## src/rtl/cordic_pkg.sv

```systemverilog
// Constants shared by the CORDIC rotation and vectoring blocks: binary-angle arctangent
// table, 90-degree angle, inverse gain and FSM state type (COMP exists with CORDIC_GAIN_COMP_EN).
package cordic_pkg;

    // 1/K for the asymptotic CORDIC gain, Q0.32
    localparam logic [31:0] INV_GAIN_Q32 = 32'h9B74EDA8;

`ifdef CORDIC_GAIN_COMP_EN
    typedef enum logic [1:0] {ST_IDLE, ST_ITER, ST_COMP, ST_DONE} cordic_state_e;
`else
    typedef enum logic [1:0] {ST_IDLE, ST_ITER, ST_DONE} cordic_state_e;
`endif

    // atan(2^-k) with 2^32 = 360 degrees
    function automatic logic [31:0] atan_q32(input int k);
        logic [31:0] a;
        case (k)
            0:  a = 32'd536870912;
            1:  a = 32'd316933406;
            2:  a = 32'd167458907;
            3:  a = 32'd85004756;
            4:  a = 32'd42667331;
            5:  a = 32'd21354465;
            6:  a = 32'd10679838;
            7:  a = 32'd5340245;
            8:  a = 32'd2670163;
            9:  a = 32'd1335087;
            10: a = 32'd667544;
            11: a = 32'd333772;
            12: a = 32'd166886;
            13: a = 32'd83443;
            14: a = 32'd41722;
            15: a = 32'd20861;
            16: a = 32'd10430;
            17: a = 32'd5215;
            18: a = 32'd2608;
            19: a = 32'd1304;
            20: a = 32'd652;
            21: a = 32'd326;
            22: a = 32'd163;
            23: a = 32'd81;
            24: a = 32'd41;
            25: a = 32'd20;
            26: a = 32'd10;
            27: a = 32'd5;
            28: a = 32'd3;
            29: a = 32'd1;
            30: a = 32'd1;
            default: a = 32'd0;
        endcase
        return a;
    endfunction

    // Round-to-nearest rescale of a Q0.32 value to `width` fraction bits
    function automatic logic [31:0] scale_q32(input logic [31:0] v, input int width);
        logic [32:0] rounded;
        if (width >= 32) return v;
        rounded = {1'b0, v} + (33'd1 << (31 - width));
        return 32'(rounded >> (32 - width));
    endfunction

    function automatic logic [31:0] atan_angle(input int k, input int width);
        return scale_q32(atan_q32(k), width);
    endfunction

    function automatic logic [31:0] angle_90(input int width);
        return 32'd1 << (width - 2);
    endfunction

    function automatic logic [31:0] inv_gain(input int width);
        return scale_q32(INV_GAIN_Q32, width);
    endfunction

endpackage

```

## src/rtl/cordic_vec_microrot.sv

```systemverilog
// One combinational vectoring micro-rotation: drives y toward zero and accumulates the angle in z.
module cordic_vec_microrot
    import cordic_pkg::*;
#(
    parameter int NUM_WIDTH = 24,
    parameter int CNT_W     = 4
) (
    input  logic signed [NUM_WIDTH+1:0] i_x,
    input  logic signed [NUM_WIDTH+1:0] i_y,
    input  logic        [NUM_WIDTH-1:0] i_z,
    input  logic        [CNT_W-1:0]     i_k,
    input  logic        [NUM_WIDTH-1:0] i_atan_k,
    output logic signed [NUM_WIDTH+1:0] o_x,
    output logic signed [NUM_WIDTH+1:0] o_y,
    output logic        [NUM_WIDTH-1:0] o_z
);
    logic signed [NUM_WIDTH+1:0] w_x_sh;
    logic signed [NUM_WIDTH+1:0] w_y_sh;

    assign w_x_sh = i_x >>> i_k;
    assign w_y_sh = i_y >>> i_k;

    always_comb begin
        if (!i_y[NUM_WIDTH+1]) begin
            o_x = i_x + w_y_sh;
            o_y = i_y - w_x_sh;
            o_z = i_z + i_atan_k;
        end else begin
            o_x = i_x - w_y_sh;
            o_y = i_y + w_x_sh;
            o_z = i_z - i_atan_k;
        end
    end

endmodule

```

## src/rtl/cordic_vector_iter.sv

```systemverilog
// Iterative vectoring CORDIC: (x, y) -> magnitude and atan2 binary angle, one micro-rotation
// per cycle. Define CORDIC_GAIN_COMP_EN to add a 1/K gain-compensation cycle before DONE.
module cordic_vector_iter
    import cordic_pkg::*;
#(
    parameter int NUM_WIDTH = 24,
    parameter int ITER      = 16
) (
    input  logic                   clk,
    input  logic                   rst,
    input  logic                   i_valid,
    output logic                   i_ready,
    input  logic [NUM_WIDTH-1:0]   i_x,
    input  logic [NUM_WIDTH-1:0]   i_y,
    output logic                   o_valid,
    input  logic                   o_ready,
    output logic [NUM_WIDTH+1:0]   o_mag,
    output logic [NUM_WIDTH-1:0]   o_angle
);
    localparam int XW    = NUM_WIDTH + 2;
    localparam int CNT_W = (ITER > 1) ? $clog2(ITER) : 1;
    localparam logic [CNT_W-1:0]     LAST_K = CNT_W'(ITER - 1);
    localparam logic [NUM_WIDTH-1:0] ANG90  = NUM_WIDTH'(angle_90(NUM_WIDTH));
`ifdef CORDIC_GAIN_COMP_EN
    localparam cordic_state_e ST_AFTER_ITER = ST_COMP;
`else
    localparam cordic_state_e ST_AFTER_ITER = ST_DONE;
`endif

    cordic_state_e r_state, w_state_next;
    logic signed [XW-1:0]    r_x, r_y;
    logic [NUM_WIDTH-1:0]    r_z;
    logic [CNT_W-1:0]        r_k;
    logic                    r_zero;

    logic signed [XW-1:0]    w_x_ext, w_y_ext, w_x_pre, w_y_pre, w_x_rot, w_y_rot;
    logic [NUM_WIDTH-1:0]    w_z_pre, w_z_rot;
    logic                    w_i_ready, w_o_valid;
    logic [NUM_WIDTH-1:0]    w_atan_tab [ITER];

    for (genvar gi = 0; gi < ITER; gi++) begin : g_atan
        assign w_atan_tab[gi] = NUM_WIDTH'(atan_angle(gi, NUM_WIDTH));
    end

    assign w_x_ext = {{2{i_x[NUM_WIDTH-1]}}, i_x};
    assign w_y_ext = {{2{i_y[NUM_WIDTH-1]}}, i_y};

    // Fold the left half-plane into the right so the iterations always converge
    always_comb begin
        w_x_pre = w_x_ext;
        w_y_pre = w_y_ext;
        w_z_pre = '0;
        if (w_x_ext[XW-1]) begin
            if (!w_y_ext[XW-1]) begin
                w_x_pre = w_y_ext;
                w_y_pre = -w_x_ext;
                w_z_pre = ANG90;
            end else begin
                w_x_pre = -w_y_ext;
                w_y_pre = w_x_ext;
                w_z_pre = '0 - ANG90;
            end
        end
    end

    cordic_vec_microrot #(
        .NUM_WIDTH (NUM_WIDTH),
        .CNT_W     (CNT_W)
    ) u_microrot (
        .i_x      (r_x),
        .i_y      (r_y),
        .i_z      (r_z),
        .i_k      (r_k),
        .i_atan_k (w_atan_tab[r_k]),
        .o_x      (w_x_rot),
        .o_y      (w_y_rot),
        .o_z      (w_z_rot)
    );

`ifdef CORDIC_GAIN_COMP_EN
    localparam int PW = XW + NUM_WIDTH;
    localparam logic [NUM_WIDTH-1:0] INV_GAIN = NUM_WIDTH'(inv_gain(NUM_WIDTH));
    localparam logic [PW-1:0]        HALF_LSB = PW'(1) << (NUM_WIDTH - 1);
    logic signed [XW-1:0] w_x_comp;
    // x is non-negative here, so an unsigned multiply with half-up rounding is exact enough
    assign w_x_comp = XW'((({{NUM_WIDTH{1'b0}}, r_x} * {{XW{1'b0}}, INV_GAIN}) + HALF_LSB)
                          >> NUM_WIDTH);
`endif

    always_ff @(posedge clk) begin
        if (!rst) r_state <= ST_IDLE;
        else      r_state <= w_state_next;
    end

    always_comb begin
        w_state_next = r_state;
        w_i_ready    = 1'b0;
        w_o_valid    = 1'b0;
        case (r_state)
            ST_IDLE: begin
                w_i_ready = 1'b1;
                if (i_valid) w_state_next = ST_ITER;
            end
            ST_ITER: begin
                if (r_k == LAST_K) w_state_next = ST_AFTER_ITER;
            end
`ifdef CORDIC_GAIN_COMP_EN
            ST_COMP: w_state_next = ST_DONE;
`endif
            ST_DONE: begin
                w_o_valid = 1'b1;
                if (o_ready) w_state_next = ST_IDLE;
            end
            default: w_state_next = ST_IDLE;
        endcase
    end

    always_ff @(posedge clk) begin
        if (!rst) begin
            r_x    <= '0;
            r_y    <= '0;
            r_z    <= '0;
            r_k    <= '0;
            r_zero <= 1'b0;
        end else begin
            case (r_state)
                ST_IDLE: begin
                    if (i_valid) begin
                        r_x    <= w_x_pre;
                        r_y    <= w_y_pre;
                        r_z    <= w_z_pre;
                        r_k    <= '0;
                        r_zero <= (i_x == '0) && (i_y == '0);
                    end
                end
                ST_ITER: begin
                    r_x <= w_x_rot;
                    r_y <= w_y_rot;
                    r_z <= w_z_rot;
                    r_k <= r_k + CNT_W'(1);
                end
`ifdef CORDIC_GAIN_COMP_EN
                ST_COMP: r_x <= w_x_comp;
`endif
                default: ;
            endcase
        end
    end

    assign i_ready = w_i_ready;
    assign o_valid = w_o_valid;
    assign o_mag   = w_o_valid ? $unsigned(r_x) : '0;
    // Angle of a zero vector is undefined; report 0 instead of the accumulated z
    assign o_angle = (w_o_valid && !r_zero) ? r_z : '0;

endmodule

```

## config.mk

```make
export PLATFORM = sky130hd
export DESIGN_NAME = cordic_vector_iter
export DESIGN_NICKNAME = d
export VERILOG_FILES = /design/src/rtl/cordic_pkg.sv /design/src/rtl/cordic_vec_microrot.sv /design/src/rtl/cordic_vector_iter.sv
export SDC_FILE = /design/constraint.sdc
export NUM_CORES = 1
export LEC_CHECK = 0
export ABC_AREA = 0
export ABC_CLOCK_PERIOD_IN_PS = 7900
export BUFFER_PORTS_ARGS = -buffer_cell sky130_fd_sc_hd__clkbuf_2
export CAP_MARGIN = 40
export CORE_MARGIN = 10
export CORE_UTILIZATION = 50
export CTS_CLUSTER_SIZE = 10
export DETAILED_ROUTE_END_ITERATION = 16
export GPL_ROUTABILITY_DRIVEN = 0
export PLACE_DENSITY = 0.75
export SLEW_MARGIN = 20
export SYNTH_ARGS = -nofsm -noshare
export SYNTH_HDL_FRONTEND = slang
export SYNTH_HIERARCHICAL = 1
export SYNTH_SLANG_ARGS = --single-unit
```

## constraint.sdc

```tcl
create_clock -name clk -period 7.9 [get_ports clk]
set_input_delay 1.58 -clock clk [delete_from_list [all_inputs] [get_ports clk]]
set_output_delay 1.58 -clock clk [all_outputs]
set_load 0.01 [all_outputs]
```

==> results by group <==
Status
  • Status: completed

Worst setup path
  • Slowest stage cell on the critical path: dfxtp_4
  • Top delay family on crit path: compound AO/OA/AOI/OAI gates
  • WP buf/inv: 1
  • Kind of critical path: register to register
  • Top fanout value on the critical path: 54
  • Slowest stage delay, CP: 0.83 ns
  • Startpoint type of the worst setup path: register
  • Critical path arrival: 6.53 ns
  • Crit path capture type: register
  • Worst path most repeated cell: nand2_1
  • Req. time, crit path: 8.17 ns

Synth
  • Avg Synthesized Cell Area: 7.54 sq um
  • EDFF count, synth: 0
  • Commonest cells in the netlist: nand2_1 (181), a21oi_1 (178), nor2_1 (152)
  • Synth Area in XOR/XNOR: 0.0980
  • Synth area leaders: dfxtp_1 (12%), mux4_2 (9.0%), ha_1 (7.9%), xnor2_1 (6.7%), a21oi_1 (6.5%)
  • Synth Area in Adders: 0.0837
  • Yosys reg bits: 83
  • Sequential area share after synthesis: 0.121
  • Distinct cells, synth: 98
  • Mux contribution to synthesized area: 0.154
  • Complex-gate fraction of the synthesized area: 0.251
  • Synth Area in Simple Gates: 0.235
  • Largest family of logic cells by synthesized area: compound AO/OA/AOI/OAI gates
  • Synth Flop Type: dfxtp_1
  • Most common cell in the netlist: nand2_1
  • Top-area cell type share of the netlist area: 0.121
  • Post-Syn Area: 13700 sq um
  • Ys Warns: 6
  • Leading area contributor after synthesis: dfxtp_1
  • Cells after Synth: 1822
  • Post-synthesis async set-or-reset flop share: 0

Drt
  • Antenna Nets Post-Route: 0
  • Met3 WL: 5.56 mm
  • Drt wl/cell: 21.8 microns
  • Vias/cell: 6.67
  • Detailed Route WL: 47.7 mm
  • DR vias: 14597
  • Residual DRC: 0
  • Drt first pass iters: 7
  • Met1 wire length: 19.6 mm
  • Met2 WL: 20.1 mm
  • Highest routing layer actually used: met5
  • Initial detailed-routing violation count: 1790

Final layout
  • Post-route cell area: 14700 sq um
  • Nets: 1984
  • Share of cells above drive strength 1: 0.142
  • Area grow syn2layout: 6.81%
  • Ant diodes: 0

Clock network
  • Clock Sinks: 83
  • CTS root buf: clkbuf_16
  • H-tree depth: 3
  • Hold Buf Count CTS: 0
  • TritonCTS clock tree: built
  • Post-CTS Setup Bufs: 0
  • Clk slew on worst S/H paths: 0.07 ns
  • TritonCTS buffer count: 9
  • CTS Buffer Depth: 2
  • Resized cells post-CTS: 0
  • Skew-Pair Late Insertion Delay: 0.37 ns

Timing
  • Setup_tns: 0 ns
  • Final setup vio count: 0
  • Relative slew slack: 0.378
  • Period utilisation layout: 0.793
  • Worst slew pin tran: 0.925 ns
  • Final Skew: 0.0230 ns
  • Final min period: 6.26 ns
  • Final hold vios: 0
  • Final Slew Violations: 0
  • Max frequency: 0.160 GHz
  • Unrepaired setup endpoints after global routing: false

Die
  • Die ar.: 34500 sq um
  • Cell Rows: 60
  • Initial Utilization: 0.509
  • Core area: 27000 sq um
  • Ports: 104
  • Die Y: 186 microns
  • Die Width: 186 microns

Global route
  • Initial antenna violation count: 1
  • GRT Total Usage: 0.270
  • Pin count of the biggest net entering global routing: 74
  • Grt ovf: 0
  • First-pass GRT wire length: 74.1 mm
  • Vias in the first global route: 13227

Placed design
  • Cell Area, Placed: 14400 sq um
  • Post-detail-place hpwl: 35.7 mm
  • IO buf count: 103

Power
  • PwrDens: 309 nW/um^2
  • Leakage Power: 6.01 nW
  • Overall power: 4.54 mW
  • Peak VDD IR: 0.163 mV

Job
  • Max cap viols: 0

Worst hold path
  • Hold crit path type: register to register
registers in the layout, indices dropped and copies added, names as in the netlist:
| register | flops |
|---|---|
| r_y | 26 |
| r_x | 26 |
| r_state | 2 |
| r_z | 24 |
| r_zero | 1 |
| r_k | 4 |
power breakdown:
group | switching, mW | internal [mW]
Clock | 0.201 | 0.266
Combinational | 1.92 | 1.39
Sequential | 0.253 | 0.511
layout by cell type, fill, tap and decap left out, drive strengths merged, types with 10 or more instances in the layout:
cell type  Yosys  final
nand2        182    182
a21oi        178    178
nor2         153    153
clkbuf        72    114
xnor2        105    105
ha            87     87
dfxtp         83     83
o21ai         79     79
inv           60     62
mux2i         60     60
and2          58     58
mux4          55     55
nand3         53     53
xor2          46     46
nor3          40     40
nor2b         37     37
a31oi         29     29
a22oi         28     28
a21o          26     26
a211oi        26     26
and3          24     24
o211ai        24     24
mux2          23     23
nor4          23     23
buf           43     19
a21boi        17     17
nand2b        14     14
o21a          14     14
or3           13     13
or2           13     13
o221ai        12     12
o31ai         12     12
a41oi         12     12
o311ai        10     10
nand4         10     10
or4           10     10
per-stage QoR:
step	worst slack [ns]	instances	utilization	hold WS (ns)
global placement	1.96	2169	0.531	0.452
floorplan	2.62	1824	-	0.430
CTS	1.79	2188	0.544	0.512
detailed placement	1.83	2172	0.533	0.501
global route	1.15	2188	0.544	0.546
finish	1.64	2188	0.544	0.504
worst paths after layout:
check / startpoint / end / slack (ns) / cells after the start
setup / recovery: r_k[1] / r_y[21] / 1.64 / 25
hold reg to reg: r_zero / r_zero / 0.50 / 2
hold / removal: r_zero / r_zero / 0.50 / 2
setup reg to reg: r_k[1] / r_y[21] / 1.64 / 25
worst min-delay path, stage by stage (launching register included):
cell,delay [ns]
dfxtp_1,0.34
nand3_1,0.07
nand2_1,0.05
cell families (layout without fill, tap and decap cells):
| family | Yosys count | in the layout |
|---|---|---|
| XOR/XNOR | 152 | 152 |
| adder cells (fa/ha/maj) | 90 | 90 |
| AND/OR/NAND/NOR | 652 | 652 |
| flip-flops | 83 | 83 |
| multiplexers | 138 | 138 |
| other | 1 | 3 |
| buffers and inverters | 178 | 201 |
| AO/OA/AOI/OAI | 528 | 528 |
per-layer routing:
metal | GRT usage | up-vias
li1 | - | 6781
met1 | 0.359 | 6731
met2 | 0.399 | 895
met3 | 0.0663 | 188
met4 | 0.129 | 2
met5 | 0 | -
area by class of cell:
cell class              count  area (sq um)
multi-input cells        1563         11300
clock inverters             5          57.6
repair buffers            122           678
clock buffers              11           254
well taps                 341           427
inverters                  63           236
fillers                  2538         12300
flip-flops and latches     83          1680
Power figures use the tool's default switching activity.
